[src/rtl/ctrl_decode_pipe.sv]
// ctrl_decode_pipe: single-stage RV32I control decoder. The decoded control
// bundle, instruction and PC are held in a valid/ready output register. The
// block stalls on load-use hazards, supports flush and keeps saturating
// stall/illegal event counters.
module ctrl_decode_pipe #(
    parameter int unsigned XLEN   = 32,
    parameter bit          CSR_EN = 1'b1,
    parameter int unsigned CNT_W  = 16
) (
    input  logic             clk,
    input  logic             rst_n,
    input  logic             in_valid,
    output logic             in_ready,
    input  logic [31:0]      in_inst,
    input  logic [XLEN-1:0]  in_pc,
    input  logic             flush,
    input  logic             ex_load_valid,
    input  logic [4:0]       ex_load_rd,
    output logic             out_valid,
    input  logic             out_ready,
    output logic [31:0]      out_inst,
    output logic [XLEN-1:0]  out_pc,
    output logic             we,
    output logic             alu_a_sel,
    output logic [1:0]       alu_b_sel,
    output logic [3:0]       alu_sel,
    output logic             br_un,
    output logic [3:0]       ld_sel,
    output logic             dmem_en,
    output logic [3:0]       dmem_we,
    output logic [1:0]       wdata_sel,
    output logic             pc_sel,
    output logic [2:0]       bresult_sel,
    output logic             rs_type,
    output logic [1:0]       csr_op,
    output logic [11:0]      csr_addr,
    output logic [XLEN-1:0]  csr_imm,
    output logic             illegal,
    output logic [CNT_W-1:0] stall_cnt,
    output logic [CNT_W-1:0] illegal_cnt
);

    typedef enum logic [6:0] {
        OP_LOAD   = 7'b0000011,
        OP_IMM    = 7'b0010011,
        OP_AUIPC  = 7'b0010111,
        OP_STORE  = 7'b0100011,
        OP_REG    = 7'b0110011,
        OP_LUI    = 7'b0110111,
        OP_BRANCH = 7'b1100011,
        OP_JALR   = 7'b1100111,
        OP_JAL    = 7'b1101111,
        OP_SYSTEM = 7'b1110011
    } opcode_e;

    typedef enum logic [3:0] {
        ALU_ADD  = 4'd0,
        ALU_SUB  = 4'd1,
        ALU_SLL  = 4'd2,
        ALU_SLT  = 4'd3,
        ALU_SLTU = 4'd4,
        ALU_XOR  = 4'd5,
        ALU_SRL  = 4'd6,
        ALU_SRA  = 4'd7,
        ALU_OR   = 4'd8,
        ALU_AND  = 4'd9,
        ALU_LUI  = 4'd10
    } alu_e;

    typedef struct packed {
        logic        we;
        logic        alu_a_sel;
        logic [1:0]  alu_b_sel;
        logic [3:0]  alu_sel;
        logic        br_un;
        logic [3:0]  ld_sel;
        logic        dmem_en;
        logic [3:0]  dmem_we;
        logic [1:0]  wdata_sel;
        logic        pc_sel;
        logic [2:0]  bresult_sel;
        logic        rs_type;
        logic [1:0]  csr_op;
        logic [11:0] csr_addr;
        logic        illegal;
    } ctl_t;

    // ALU function from funct3; inst[30] selects SUB only for register ops.
    function automatic logic [3:0] alu_op(input logic [2:0] f3, input logic alt, input logic is_reg);
        alu_e a;
        case (f3)
            3'b000:  a = (alt && is_reg) ? ALU_SUB : ALU_ADD;
            3'b001:  a = ALU_SLL;
            3'b010:  a = ALU_SLT;
            3'b011:  a = ALU_SLTU;
            3'b100:  a = ALU_XOR;
            3'b101:  a = alt ? ALU_SRA : ALU_SRL;
            3'b110:  a = ALU_OR;
            default: a = ALU_AND;
        endcase
        return a;
    endfunction

    // Drop the side-effecting fields so a bubble cannot write state.
    function automatic ctl_t quiesce(input ctl_t c);
        ctl_t r;
        r         = c;
        r.we      = 1'b0;
        r.dmem_en = 1'b0;
        r.dmem_we = '0;
        r.pc_sel  = 1'b0;
        return r;
    endfunction

    opcode_e         op;
    logic [2:0]      funct3;
    logic [4:0]      rs1;
    logic [4:0]      rs2;
    ctl_t            dec;
    logic [XLEN-1:0] dec_imm;
    logic            uses_rs1;
    logic            uses_rs2;
    logic            hazard;
    logic            accept;

    ctl_t            ctl_q, ctl_d;
    logic [XLEN-1:0] csr_imm_q, csr_imm_d;
    logic [31:0]     inst_q, inst_d;
    logic [XLEN-1:0] pc_q, pc_d;
    logic            valid_q, valid_d;
    logic [CNT_W-1:0] stall_cnt_q, stall_cnt_d;
    logic [CNT_W-1:0] ill_cnt_q, ill_cnt_d;

    assign op     = opcode_e'(in_inst[6:0]);
    assign funct3 = in_inst[14:12];
    assign rs1    = in_inst[19:15];
    assign rs2    = in_inst[24:20];

    // Combinational decode of the incoming instruction into the control bundle.
    always_comb begin
        dec      = '0;
        dec_imm  = '0;
        uses_rs1 = 1'b0;
        uses_rs2 = 1'b0;
        case (op)
            OP_REG: begin
                dec.we        = 1'b1;
                dec.alu_b_sel = 2'd1;
                dec.rs_type   = 1'b1;
                dec.alu_sel   = alu_op(funct3, in_inst[30], 1'b1);
                uses_rs1      = 1'b1;
                uses_rs2      = 1'b1;
            end
            OP_IMM: begin
                dec.we      = 1'b1;
                dec.alu_sel = alu_op(funct3, in_inst[30], 1'b0);
                uses_rs1    = 1'b1;
            end
            OP_STORE: begin
                dec.dmem_en = 1'b1;
                dec.rs_type = 1'b1;
                uses_rs1    = 1'b1;
                uses_rs2    = 1'b1;
                case (funct3)
                    3'b000:  dec.dmem_we = 4'b0001;
                    3'b001:  dec.dmem_we = 4'b0011;
                    3'b010:  dec.dmem_we = 4'b1111;
                    default: dec.illegal = 1'b1;
                endcase
            end
            OP_LOAD: begin
                dec.we        = 1'b1;
                dec.dmem_en   = 1'b1;
                dec.wdata_sel = 2'd1;
                uses_rs1      = 1'b1;
                case (funct3)
                    3'b000:  dec.ld_sel = 4'b0001;
                    3'b001:  dec.ld_sel = 4'b0011;
                    3'b010:  dec.ld_sel = 4'b1111;
                    3'b100:  dec.ld_sel = 4'b0101;
                    3'b101:  dec.ld_sel = 4'b0111;
                    default: dec.illegal = 1'b1;
                endcase
            end
            OP_BRANCH: begin
                dec.pc_sel    = 1'b1;
                dec.alu_b_sel = 2'd1;
                dec.br_un     = in_inst[13];
                uses_rs1      = 1'b1;
                uses_rs2      = 1'b1;
                case (funct3)
                    3'b000:         dec.bresult_sel = 3'b001;
                    3'b001:         dec.bresult_sel = 3'b011;
                    3'b100, 3'b110: dec.bresult_sel = 3'b101;
                    3'b101, 3'b111: dec.bresult_sel = 3'b111;
                    default:        dec.illegal     = 1'b1;
                endcase
            end
            OP_JAL: begin
                dec.we        = 1'b1;
                dec.alu_a_sel = 1'b1;
                dec.alu_b_sel = 2'd3;
                dec.pc_sel    = 1'b1;
            end
            OP_JALR: begin
                dec.we        = 1'b1;
                dec.alu_a_sel = 1'b1;
                dec.alu_b_sel = 2'd2;
                dec.pc_sel    = 1'b1;
                uses_rs1      = 1'b1;
            end
            OP_LUI: begin
                dec.we      = 1'b1;
                dec.alu_sel = ALU_LUI;
            end
            OP_AUIPC: begin
                dec.we        = 1'b1;
                dec.alu_a_sel = 1'b1;
            end
            OP_SYSTEM: begin
                if (CSR_EN && (funct3[1:0] != 2'b00)) begin
                    dec.we        = 1'b1;
                    dec.wdata_sel = 2'd2;
                    dec.csr_op    = funct3[1:0];
                    dec.csr_addr  = in_inst[31:20];
                    if (funct3[2]) begin
                        dec_imm = {{(XLEN-5){1'b0}}, in_inst[19:15]};
                    end else begin
                        uses_rs1 = 1'b1;
                    end
                end else begin
                    dec.illegal = 1'b1;
                end
            end
            default: dec.illegal = 1'b1;
        endcase
        // Illegal encodings collapse to an inert bundle carrying only the flag.
        if (dec.illegal) begin
            dec         = '0;
            dec.illegal = 1'b1;
            dec_imm     = '0;
        end
    end

    assign hazard = in_valid && ex_load_valid && (ex_load_rd != 5'd0) &&
                    ((uses_rs1 && (ex_load_rd == rs1)) || (uses_rs2 && (ex_load_rd == rs2)));
    assign in_ready = !hazard && (!valid_q || out_ready);
    assign accept   = in_valid && in_ready;

    // Output-register next state: flush beats accept, accept beats drain.
    always_comb begin
        valid_d   = valid_q;
        ctl_d     = ctl_q;
        csr_imm_d = csr_imm_q;
        inst_d    = inst_q;
        pc_d      = pc_q;
        if (flush) begin
            valid_d = 1'b0;
            ctl_d   = quiesce(ctl_q);
        end else if (accept) begin
            valid_d   = 1'b1;
            ctl_d     = dec;
            csr_imm_d = dec_imm;
            inst_d    = in_inst;
            pc_d      = in_pc;
        end else if (out_ready) begin
            valid_d = 1'b0;
            ctl_d   = quiesce(ctl_q);
        end
    end

    // Saturating event counters; a flushed accept is not counted as executed.
    always_comb begin
        stall_cnt_d = stall_cnt_q;
        ill_cnt_d   = ill_cnt_q;
        if (hazard && !flush && (stall_cnt_q != '1)) begin
            stall_cnt_d = stall_cnt_q + {{(CNT_W-1){1'b0}}, 1'b1};
        end
        if (accept && !flush && dec.illegal && (ill_cnt_q != '1)) begin
            ill_cnt_d = ill_cnt_q + {{(CNT_W-1){1'b0}}, 1'b1};
        end
    end

    // State registers with asynchronous clear.
    always_ff @(posedge clk or negedge rst_n) begin
        if (!rst_n) begin
            valid_q     <= 1'b0;
            ctl_q       <= '0;
            csr_imm_q   <= '0;
            inst_q      <= '0;
            pc_q        <= '0;
            stall_cnt_q <= '0;
            ill_cnt_q   <= '0;
        end else begin
            valid_q     <= valid_d;
            ctl_q       <= ctl_d;
            csr_imm_q   <= csr_imm_d;
            inst_q      <= inst_d;
            pc_q        <= pc_d;
            stall_cnt_q <= stall_cnt_d;
            ill_cnt_q   <= ill_cnt_d;
        end
    end

    assign out_valid   = valid_q;
    assign out_inst    = inst_q;
    assign out_pc      = pc_q;
    assign we          = ctl_q.we;
    assign alu_a_sel   = ctl_q.alu_a_sel;
    assign alu_b_sel   = ctl_q.alu_b_sel;
    assign alu_sel     = ctl_q.alu_sel;
    assign br_un       = ctl_q.br_un;
    assign ld_sel      = ctl_q.ld_sel;
    assign dmem_en     = ctl_q.dmem_en;
    assign dmem_we     = ctl_q.dmem_we;
    assign wdata_sel   = ctl_q.wdata_sel;
    assign pc_sel      = ctl_q.pc_sel;
    assign bresult_sel = ctl_q.bresult_sel;
    assign rs_type     = ctl_q.rs_type;
    assign csr_op      = ctl_q.csr_op;
    assign csr_addr    = ctl_q.csr_addr;
    assign csr_imm     = csr_imm_q;
    assign illegal     = ctl_q.illegal;
    assign stall_cnt   = stall_cnt_q;
    assign illegal_cnt = ill_cnt_q;

endmodule

[config.mk]
export PLATFORM = sky130hd
export DESIGN_NAME = ctrl_decode_pipe
export DESIGN_NICKNAME = d
export VERILOG_FILES = /design/src/rtl/ctrl_decode_pipe.sv
export SDC_FILE = /design/constraint.sdc
export NUM_CORES = 1
export LEC_CHECK = 0
export ABC_AREA = 1
export ABC_CLOCK_PERIOD_IN_PS = 3600
export CORE_ASPECT_RATIO = 0.5
export CORE_UTILIZATION = 49
export CTS_BUF_LIST = sky130_fd_sc_hd__clkbuf_4 sky130_fd_sc_hd__clkbuf_8 sky130_fd_sc_hd__clkbuf_16
export DETAILED_ROUTE_END_ITERATION = 6
export PLACE_DENSITY_LB_ADDON = 0.3
export SLEW_MARGIN = 20
export SYNTH_ARGS = -nofsm -noshare
export SYNTH_HDL_FRONTEND = slang
export SYNTH_SLANG_ARGS = --single-unit
[constraint.sdc]
create_clock -name clk -period 3.6 [get_ports clk]
set_clock_uncertainty 0.1 [all_clocks]
set_input_delay 0.54 -clock clk [delete_from_list [all_inputs] [get_ports clk]]
set_output_delay 0.54 -clock clk [all_outputs]
set_load 0.02 [all_outputs]
# Word level (Yosys, flattened, before mapping)
# Cells that the tools add are included.
dict set report op_classes {
  n_addsub 2
  n_reduce_logical 36
  n_eq_ne 21
  muxes 43
  bitwise_logic 1
}
# op count
set ops {}
lappend ops {{$mux 40} 4}
lappend ops {{$pmux 4 s7} 2}
lappend ops {{$add 16x1->16 const B} 2}
lappend ops {{$mux 32} 1}
lappend ops {{$ne 16x16->1 const B} 2}
lappend ops {{$eq 7x7->1 const B} 4}
lappend ops {{$mux 14} 2}
lappend ops {{$pmux 4 s3} 2}
lappend ops {{$eq 7x6->1 const B} 3}
lappend ops {{$pmux 4 s5} 1}
lappend ops {{$mux 1} 18}
lappend ops {{$reduce_or 6->1} 3}
lappend ops {{$mux 5} 3}
lappend ops {{$eq 7x5->1 const B} 2}
lappend ops {{$eq 3x3->1 const B} 4}
lappend ops {{$logic_and 1x1->1} 12}
lappend ops {{$pmux 3 s4} 1}
lappend ops {{$reduce_or 3->1} 4}
lappend ops {{$eq 5x5->1} 2}
lappend ops {{$reduce_or 2->1} 5}
lappend ops {{$mux 4} 2}
lappend ops {{$eq 7x2->1 const B} 1}
lappend ops {{$reduce_or 7->1} 1}
lappend ops {{$eq 3x2->1 const B} 2}
lappend ops {{other kinds (16)} 20}
dict set report word_totals {
  inputBits 75
  reg_bits 169
  wordCells 124
  out_inout_bits 170
}

# Logic depth before layout (Yosys ltp)
# Gate-level depths: netlist (run 1).
dict set report depth {
  ltp_word 12
  ltp_mapped 15
  ltp_nobuf 13
}

# Worst setup path after synthesis (run 1)
# Ideal clock, no wire load.
dict set report synth_path {
  path_kind {in2out}
  start {input port in_inst[0]}
  end {output port in_ready}
  arrival_time_ps 1744
  n_path_buf 0
  path_slack_ps 1216
  stages 9
  required_ps 2960
  path_cell_list {nand2_1 inv_2 nand2_4 inv_1 nand2_2 nand2_1 nand2_1 nand2_2 a21oi_1}
}
dict set report synth_between {
  elab_chain_len 8
  word_cells_on_any_way 17
}
# item line
set synth_rtl {}
lappend synth_rtl {{start, declared} 14} ;# input logic [31:0] in_inst,
lappend synth_rtl {{$eq 7x7->1 (tied with other cells)} 145} ;# case (op)
lappend synth_rtl {{$reduce_or 6->1 (no line) or $reduce_or 3->1 (tied branches)} n/a}
lappend synth_rtl {{$pmux 1 s2 or $mux 1 (tied branches)} 145}
lappend synth_rtl {{$logic_and 1x1->1} 246} ;# ((uses_rs1 && (ex_load_rd == rs1)) || (uses_rs2 && (ex_load_rd == rs2)));
lappend synth_rtl {{$logic_or 1x1->1 *} 246}
lappend synth_rtl {{$logic_and 1x1->1 *} 245} ;# assign hazard = in_valid && ex_load_valid && (ex_load_rd != 5'd0) &&
lappend synth_rtl {{$logic_not 1->1 *} 247} ;# assign in_ready = !hazard && (!valid_q || out_ready);
lappend synth_rtl {{$logic_and 1x1->1 *} 247}
lappend synth_rtl {{end, declared} 13} ;# output logic in_ready,
# Mark *: on every way between the ends. The rest lies on a longest branch, timed or not.

# Worst setup path in the final report (run 1)
dict set report layout_path {
  start {input port in_inst[2]}
  end {output port in_ready}
}
# Same word-level chain as after synthesis.

==> metrics.cfg, run 1 <==
[finish]
area_growth_pct = 40.2
fin_nets = 1188
stdcell_count = 1316
antenna_cells = 0
drive_gt1_frac = 0.0676

[yosys]
synth_top_area_share = 0.497
synthesis.area_um2 = 7090
synth-seq-area-share = 0.497
synth_top_cell_by_area = dfrtp_1
async_flop_share = 1.00
ys_seq_elements = 141
synth_ff_type = dfrtp_1
ys.warnings.count = 0
syn_inst = 889
yosys-top-cells-area = dfrtp_1 50%, nand2_1 19%, buf_4 4.6%
syn_avg_cell_area_um2 = 7.98
synth_cell_types = 36
synth_edf_count = 0

[route]
ant_nets = 0
drc = 0
dr.pass1.iters = 5
drt_iter0_drc = 329
num_vias = 6430
avgRoutedWirePerCell_um = 14.2
via_per_inst = 4.89
routed_wl_um = 18700

[grt]
grt_first_pass_wirelength_um = 30100
grt_antenna_before_repair = 0
grt_usage = 0.258
grt_max_degree = 91
grt_pass1_vias = 6101
globalRouteOverflowTotal = 0

[timing]
maxSlewHeadroom = 0.442
fin_crit_sh = 0.933
hold_slack_ns = 0.0761
worst-slew-pin-transition_ns = 0.834
final.setup.worst_slack_ns = 0.243
tns_ns = 0
finalHoldViolations = 0
finalSetupViolations = 0
layout_min_cycle_time_ns = 3.36
rsz0062_at_grt = no
slew_viol_final = 0
clock.fmax_mhz = 298

[flow_run]
drv_cap = 0

[floorplan]
row_count = 30
start_util = 0.512
dieArea_um2 = 15000
io_pins = 245
design.core.area_um2 = 13900
die_x_um = 172
die_y_um = 87.1

[pwr]
p_per_area_nw_per_um2 = 434
p_leak_nw = 5.10
finalPower_w = 0.00432
ir_drop_mv = 0.313

[clock_network]
cts_buffers = 17
clock_path_buffers = 2
cts_sinks = 141
clk_pin_slew_ns = 0.07
cts.repair.resized = 0
clk_latency_ns = 0.42
root_buffer = clkbuf_16
cts_tree = yes
h-tree-depth = 4
postCtsSetupRepairBufs = 0
cts_hold_buffers = 0

[worst_setup_path]
crit_path_end = in_ready
crit_arrival_ns = 2.72
required_ns = 2.96
startpoint = in_inst[2]
reg2reg_depth = 10
end_kind = primary output
slowest_stage = clkdlybuf4s50_1
start_kind = input pin
r2r_setup_slack_ns = 1.02
critPathKind = input pin to primary output
critical-path-max-stage-delay_ns = 0.65
reg2reg_to = illegal_cnt[14]
crit_fanout = 8
path_cells = clkdlybuf4s50_1 > nor2_2 > nand2_4 > inv_1 > nand2_2 > nand2_1 > nand2_1 > nand2_2 > a21oi_1 > clkdlybuf4s50_1
reg2reg_from = illegal_cnt[0]

[place]
dp_hpwl_um = 13700
io_buffer_count = 217
pre_cts_slack_ns = 0.254
placed_cells = 1284
place_congestion = 0.908

[hold_path]
hold_class = input pin to asynchronous set/reset pin

[run_status]
outcome = finished, final reports clean

power by group:
part	internal, W	switching [W]
Sequential	0.00170	0.0000683
Clock	0.000999	0.000756
Combinational	0.000354	0.000442
Total	0.00306	0.00127
Yosys cell counts, types with 2 or more instances:
| cell | count |
|---|---|
| nand4_1 | 22 |
| nand3_1 | 55 |
| nand2_4 | 2 |
| nand3_2 | 3 |
| o21ai_1 | 6 |
| nor2_1 | 48 |
| o21ai_0 | 26 |
| xnor2_1 | 9 |
| nand2_1 | 366 |
| buf_4 | 43 |
| a21oi_1 | 5 |
| inv_1 | 68 |
| ha_1 | 2 |
| inv_2 | 5 |
| buf_6 | 3 |
| nand2_2 | 3 |
| buf_2 | 9 |
| clkbuf_1 | 2 |
| xor2_1 | 22 |
| nor4_1 | 3 |
| dfrtp_1 | 141 |
| o21bai_1 | 16 |
| nor2_2 | 6 |
| nor3_1 | 12 |
flip-flops by register name (all words and copies together), names as in the netlist, 2 cells and up:
register,count
alu_b_sel,2
alu_sel,4
bresult_sel,3
csr_addr,12
csr_imm,5
csr_op,2
dmem_we,3
illegal_cnt,16
ld_sel,4
out_inst,32
out_pc,32
stall_cnt,16
wdata_sel,2
worst min path at each step:
stage / from / endpoint / slack [ns]
CTS: rst_n / illegal_cnt[4] / 0.11
global route: rst_n / illegal_cnt[5] / 0.14
detailed placement: alu_b_sel[1] / alu_b_sel[1] / 0.36
finish: rst_n / illegal_cnt[4] / 0.08
floorplan: rst_n / alu_a_sel / 0.14
global placement: out_inst[26] / out_inst[26] / 0.36
metal layers:
metal  global-route usage  wire (µm)  part of all wire  up-vias
met5                    0          0                 0        -
met4               0.0740        188             0.010        0
met3               0.0527       1010             0.054       20
met2                0.438       9040              0.48      214
met1                0.336       8500              0.45     3014
li1                     -          -                 -     3182
through the flow:
stage	area [µm²]	util
finish	9950	0.718
global route	9950	0.718
CTS	9950	0.718
detailed placement	9360	0.676
global placement	9360	0.676
floorplan	7190	-
cell type report:
class | count | area (µm²)
Fill cell | 1097 | 3900
Sequential cell | 141 | 3530
Multi-Input combinational cell | 643 | 2990
Timing Repair Buffer | 234 | 2330
Clock buffer | 18 | 439
Inverter | 74 | 278
Tap cell | 192 | 240
Clock inverter | 14 | 148
cells by family after synthesis:
kind of cell	share of synthesized area
flops	0.497
simple gates	0.314
compound gates	0.0497
fa+ha+maj	0.00353
xor+xnor	0.0383
buf+inv	0.0968
other cells	0.000529
layout by cell type, fill, tap and decap left out, types with 2 or more instances in the layout:
cell type        instances
nor2_4                   2
inv_2                    5
inv_8                    3
nand2_2                  3
o21bai_1                16
nor4_1                   3
nand3_1                 55
ha_1                     2
inv_1                   68
clkbuf_16               17
xnor2_1                  9
clkinvlp_4               3
nor2_2                   5
xor2_1                  22
o21ai_1                  6
a21oi_1                  5
buf_4                   15
conb_1                  27
nand2_1                366
clkdlybuf4s50_1        216
nand2_4                  2
nand4_1                 22
buf_12                   2
o21ai_0                 26
nor2_1                  48
nand3_2                  3
nor3_1                  12
dfrtp_1                141
inv_6                    7
critical path: cells and delay by family:
| kind | cells | cell delay (ns) |
|---|---|---|
| AO/OA/AOI/OAI | 1 | 0.23 |
| AND/OR/NAND/NOR | 6 | 0.60 |
| buffers and inverters | 3 | 1.33 |
No activity file was read; power rests on OpenSTA's default activity.
==> run 2: changes to the inputs <==
--- a/config.mk
+++ b/config.mk
@@ -8,7 +8,7 @@
 export ABC_AREA = 1
 export ABC_CLOCK_PERIOD_IN_PS = 3600
 export CORE_ASPECT_RATIO = 0.5
-export CORE_UTILIZATION = 49
+export CORE_UTILIZATION = 45
 export CTS_BUF_LIST = sky130_fd_sc_hd__clkbuf_4 sky130_fd_sc_hd__clkbuf_8 sky130_fd_sc_hd__clkbuf_16
 export DETAILED_ROUTE_END_ITERATION = 6
 export PLACE_DENSITY_LB_ADDON = 0.3
==> run 2 against run 1 <==
The flow now finishes with violations (design-rule violations, negative hold slack). Worst setup slack got worse by 0.019 ns. Critical endpoint unchanged. Global-route usage decreased by 1.1 points. Critical path depth unchanged. Critical path type unchanged.
==> metrics.cfg, run 2 (synthesis results as in run 1) <==
[timing]
worst-slew-pin-transition_ns = 0.631  ; -0.203 ns
fin_crit_sh = 0.938  ; +0.00541
final.setup.worst_slack_ns = 0.223  ; -0.0195 ns
layout_min_cycle_time_ns = 3.38  ; +0.0195 ns
hold_slack_ns = -0.0137  ; -0.0897 ns
slew_viol_final = 0  ; unchanged
tns_ns = 0  ; unchanged
rsz0062_at_grt = no
clock.fmax_mhz = 296  ; -0.58%
maxSlewHeadroom = 0.580  ; +0.138
finalHoldViolations = 4  ; +4
finalSetupViolations = 0  ; unchanged

[pwr]
power_frac_clock = 0.413  ; +0.007
ir_drop_mv = 0.322  ; +3.0%
p_per_area_nw_per_um2 = 437  ; +0.62%
switchingPower_w = 0.00127  ; +0.20%
p_sw_frac = 0.290  ; -0.00306
p_leak_nw = 5.12  ; +0.41%
cellInternalPower_w = 0.00311  ; +1.7%
combPwrFrac = 0.183  ; about the same
p_seq_frac = 0.405  ; -0.005

[worst_setup_path]
critPathKind = input pin to primary output
slowest_stage = clkdlybuf4s50_1
crit_arrival_ns = 2.74  ; +0.02 ns
path_cells = clkdlybuf4s50_1 > nor2_2 > nand2_4 > inv_1 > nand2_2 > nand2_1 > nand2_1 > nand2_2 > a21oi_1 > clkdlybuf4s50_1
end_kind = primary output
crit_fanout = 8  ; unchanged
critical-path-max-stage-delay_ns = 0.66  ; about the same
start_kind = input pin
required_ns = 2.96  ; about the same

[run_status]
failed_checks = design-rule violations, negative hold slack
outcome = complete, but fails checks

[finish]
final_common_cell = nand2_1
final_util = 0.650  ; -0.0688
antenna_cells = 0  ; unchanged
drive_gt1_frac = 0.0660  ; -0.00166
stdcell_count = 1326  ; +0.76%
area_growth_pct = 41.1
layout_common_cells = 366 x nand2_1, 216 x clkdlybuf4s50_1, 141 x dfrtp_1, 68 x inv_1, 55 x nand3_1
design_area_um2 = 10000  ; +0.63%
seq_area_um2 = 3530  ; unchanged
fin_nets = 1186  ; -0.17%
multi_input_area_um2 = 2990  ; unchanged
fill_cells = 1300  ; +19%

[floorplan]
die_y_um = 90.8  ; +4.2%
start_util = 0.460  ; -0.0520
dieArea_um2 = 16300  ; +8.7%
io_pins = 245  ; unchanged
design.core.area_um2 = 15400  ; +11%
row_count = 32  ; +6.7%
die_x_um = 180  ; +4.3%

[grt]
globalRouteOverflowTotal = 0  ; unchanged
grt_max_degree = 66  ; -27%
grt_pass1_vias = 6346  ; +4.0%
grt_first_pass_wirelength_um = 32200  ; +7.2%
grt_usage = 0.247  ; -0.0109
grt_antenna_before_repair = 0  ; unchanged

[clock_network]
cts_sinks = 141  ; unchanged
cts_hold_buffers = 0  ; unchanged
cts_tree = yes
cts_buffers = 17  ; unchanged
clock_path_buffers = 2  ; unchanged
clk_pin_slew_ns = 0.07  ; about the same
h-tree-depth = 4  ; unchanged
cts.repair.resized = 0  ; unchanged
postCtsSetupRepairBufs = 0  ; unchanged
root_buffer = clkbuf_16
clk_latency_ns = 0.43  ; about the same

[route]
dr.pass1.iters = 7  ; +2
routed_wl_um = 19200  ; +2.5%
ant_nets = 0  ; unchanged
num_vias = 6382  ; -0.75%
avgRoutedWirePerCell_um = 14.5  ; +1.8%
drc = 12  ; +12
via_per_inst = 4.81  ; -1.5%
drt_iter0_drc = 462  ; +40%

[place]
pre_cts_slack_ns = 0.231  ; -0.0229 ns
placed_area_um2 = 9410  ; +0.53%
dp_hpwl_um = 14100  ; +2.4%
placed_cells = 1294  ; +0.78%
io_buffer_count = 217  ; unchanged
place_congestion = 0.862  ; -5.1%

[flow_run]
drv_cap = 0  ; unchanged

[hold_path]
hold_class = input pin to asynchronous set/reset pin

## run 2: layer usage
metal	track usage	routed length, µm	part of all wire	up-vias
met4	0.0575	242	0.013	0
li1	-	-	-	3176
met2	0.427	9520	0.50	188
met1	0.317	8550	0.45	3001
met5	0	0	0	-
met3	0.0540	903	0.047	17
## run 2: critical path: cells and delay by family
family | cells | cell delay (ns)
AO/OA/AOI/OAI | 1 | 0.23
buffers and inverters | 3 | 1.34
AND/OR/NAND/NOR | 6 | 0.63
## run 2: cell type report
cell class / instances / area share
tap: 204 / 0.0255
timing repair buffer: 232 / 0.236
inverter: 74 / 0.0277
sequential: 141 / 0.352
multi-input combinational: 643 / 0.299
clock buffer: 17 / 0.0425
clock inverter: 15 / 0.0174
## run 2: metrics by stage
step | hold slack [ns] | power (W)
2_1_floorplan | 0.144 | 0.00218
3_3_place_gp | 0.362 | 0.00259
3_5_place_dp | 0.365 | 0.00260
4_1_cts | 0.0312 | 0.00441
5_1_grt | 0.0335 | 0.00456
6_report | -0.0137 | 0.00438
## run 2: worst paths after layout
kind | depth (start not counted) | slack [ns] | from | end
setup / recovery | 10 | 0.22 | in_inst[2] | in_ready
max in group asynchronous | 2 | 2.64 | rst_n | out_inst[19]
hold reg to reg | 2 | 0.38 | out_pc[22] | out_pc[22]
setup reg to reg | 10 | 1.03 | illegal_cnt[0] | illegal_cnt[10]
hold / removal | 1 | -0.01 | rst_n | stall_cnt[8]
min in group clk | 2 | 0.38 | out_pc[22] | out_pc[22]
## run 2: power groups by stage
stage / Sequential [W] / Clock (W) / Combinational, W
floorplan: 0.00194 / 0 / 0.000242
global placement: 0.00179 / 0 / 0.000796
detailed placement: 0.00180 / 0 / 0.000806
CTS: 0.00177 / 0.00183 / 0.000807
global route: 0.00179 / 0.00191 / 0.000862
finish: 0.00177 / 0.00181 / 0.000799
==> patch (flow settings as in run 2) <==
Change the parameter `CNT_W` from 16 to 32.
--- a/src/rtl/ctrl_decode_pipe.sv
+++ b/src/rtl/ctrl_decode_pipe.sv
@@ -7,3 +7,3 @@
     parameter bit          CSR_EN = 1'b1,
-    parameter int unsigned CNT_W  = 16
+    parameter int unsigned CNT_W  = 32
 ) (
Interface: changed (resized illegal_cnt and stall_cnt); port bits go from 245 to 277. No check against the original RTL was run, so the function may have changed too.
==> patch against run 2 <==
Core utilization down 0.93 points. Final area up 21%. Register-to-register slack worse by 140 ps. First-iteration DRC count up 15%. Final cell count up 24%. Wire length up 33%. Die area up 25%. Worst setup slack better by 69 ps. Power up 13%. Synthesized area up 26%. Clock power up 2%. Critical path depth up 1. Sequential cell count up 32. Critical endpoint unchanged. Largest power group is now registers.
==> patch: results (changes against run 2) <==
<table>
<tr><th>Metric</th><th>Value</th></tr>
<tr><th colspan="2">Run status</th></tr>
<tr><td>Outcome</td><td>finished clean (was finished, violations left)</td></tr>
<tr><th colspan="2">Yosys</th></tr>
<tr><td>List of most frequent post-synthesis cells</td><td>sky130_fd_sc_hd__nand2_1 (467), sky130_fd_sc_hd__dfrtp_1 (173), sky130_fd_sc_hd__nor2_1 (65), sky130_fd_sc_hd__inv_1 (59), sky130_fd_sc_hd__nand3_1 (59) (was sky130_fd_sc_hd__nand2_1 (366), sky130_fd_sc_hd__dfrtp_1 (141), sky130_fd_sc_hd__inv_1 (68), sky130_fd_sc_hd__nand3_1 (55), sky130_fd_sc_hd__nor2_1 (48))</td></tr>
<tr><td>Sequential-to-total area share from yosys stat</td><td>48.5% (was 49.7%)</td></tr>
<tr><th colspan="2">Placement</th></tr>
<tr><td>Number of buffers added on ports</td><td>249 (was 217)</td></tr>
<tr><td>Final estimated routing congestion in global placement</td><td>0.931 (was 0.862)</td></tr>
<tr><th colspan="2">Drt</th></tr>
<tr><td>Vias/cell</td><td>5.03 (was 4.81)</td></tr>
<tr><td>Routed wire length</td><td>25600 um (was 19200 um)</td></tr>
<tr><td>First-pass iteration count of the detailed router</td><td>5 (was 7)</td></tr>
<tr><td>Via Count</td><td>8265 (was 6382)</td></tr>
<tr><td>Number of DRC markers in iteration 0</td><td>530 (was 462)</td></tr>
<tr><th colspan="2">Setup path</th></tr>
<tr><td>CP Data Arrival Time</td><td>2670 ps (was 2740 ps)</td></tr>
<tr><td>Largest fanout on the critical path</td><td>9 (was 8)</td></tr>
<tr><td>Start of the worst register-to-register path</td><td>illegal_cnt[1] (was illegal_cnt[0])</td></tr>
<tr><th colspan="2">GRT</th></tr>
<tr><td>Via count of the first global-routing pass</td><td>7914 (was 6346)</td></tr>
<tr><th colspan="2">Pwr</th></tr>
<tr><td>Pleak</td><td>5.69 nW (was 5.12 nW)</td></tr>
<tr><td>Net switching power of the design</td><td>1.47 mW (was 1.27 mW)</td></tr>
<tr><th colspan="2">Cells and area</th></tr>
<tr><td>Layout cells sized above 1</td><td>5.35% (was 6.60%)</td></tr>
<tr><td>Signal inverters</td><td>67 (was 74)</td></tr>
<tr><td>Sequential cell count</td><td>173 (was 141)</td></tr>
<tr><td>Register fraction of the total cell area</td><td>35.8% (was 35.2%)</td></tr>
</table>
-- patch: changes by cell type after synthesis, sizes merged, moves of 6 or more --
cell and change:
nand3 +6, nor4 +14, xor2 +24, inv -6
xnor2 +11, nor3 +23, nor2 +16, o21bai -16
dfrtp +32, o21ai +22, nand2 +102
-- patch: metal layers --
metal | GRT usage (%) | up-vias | routed length (um)
met5 | 0 | - | 0
met2 | 41.8 | 258 | 12100
li1 | - | 4037 | -
met3 | 5.53 | 36 | 1500
met4 | 8.69 | 0 | 536
met1 | 34.2 | 3934 | 11400
-- patch: cell families (layout without fill, tap and decap cells) --
logic type      after synthesis  in the layout  synth area share, %
compound gates               66             66                 3.87
buf+inv                     133            359                 7.80
flops                       173            173                 48.5
fa+ha+maj                     2              2                0.281
xor+xnor                     66             66                 6.48
other cells                   1             27               0.0421
simple gates                690            690                 33.0
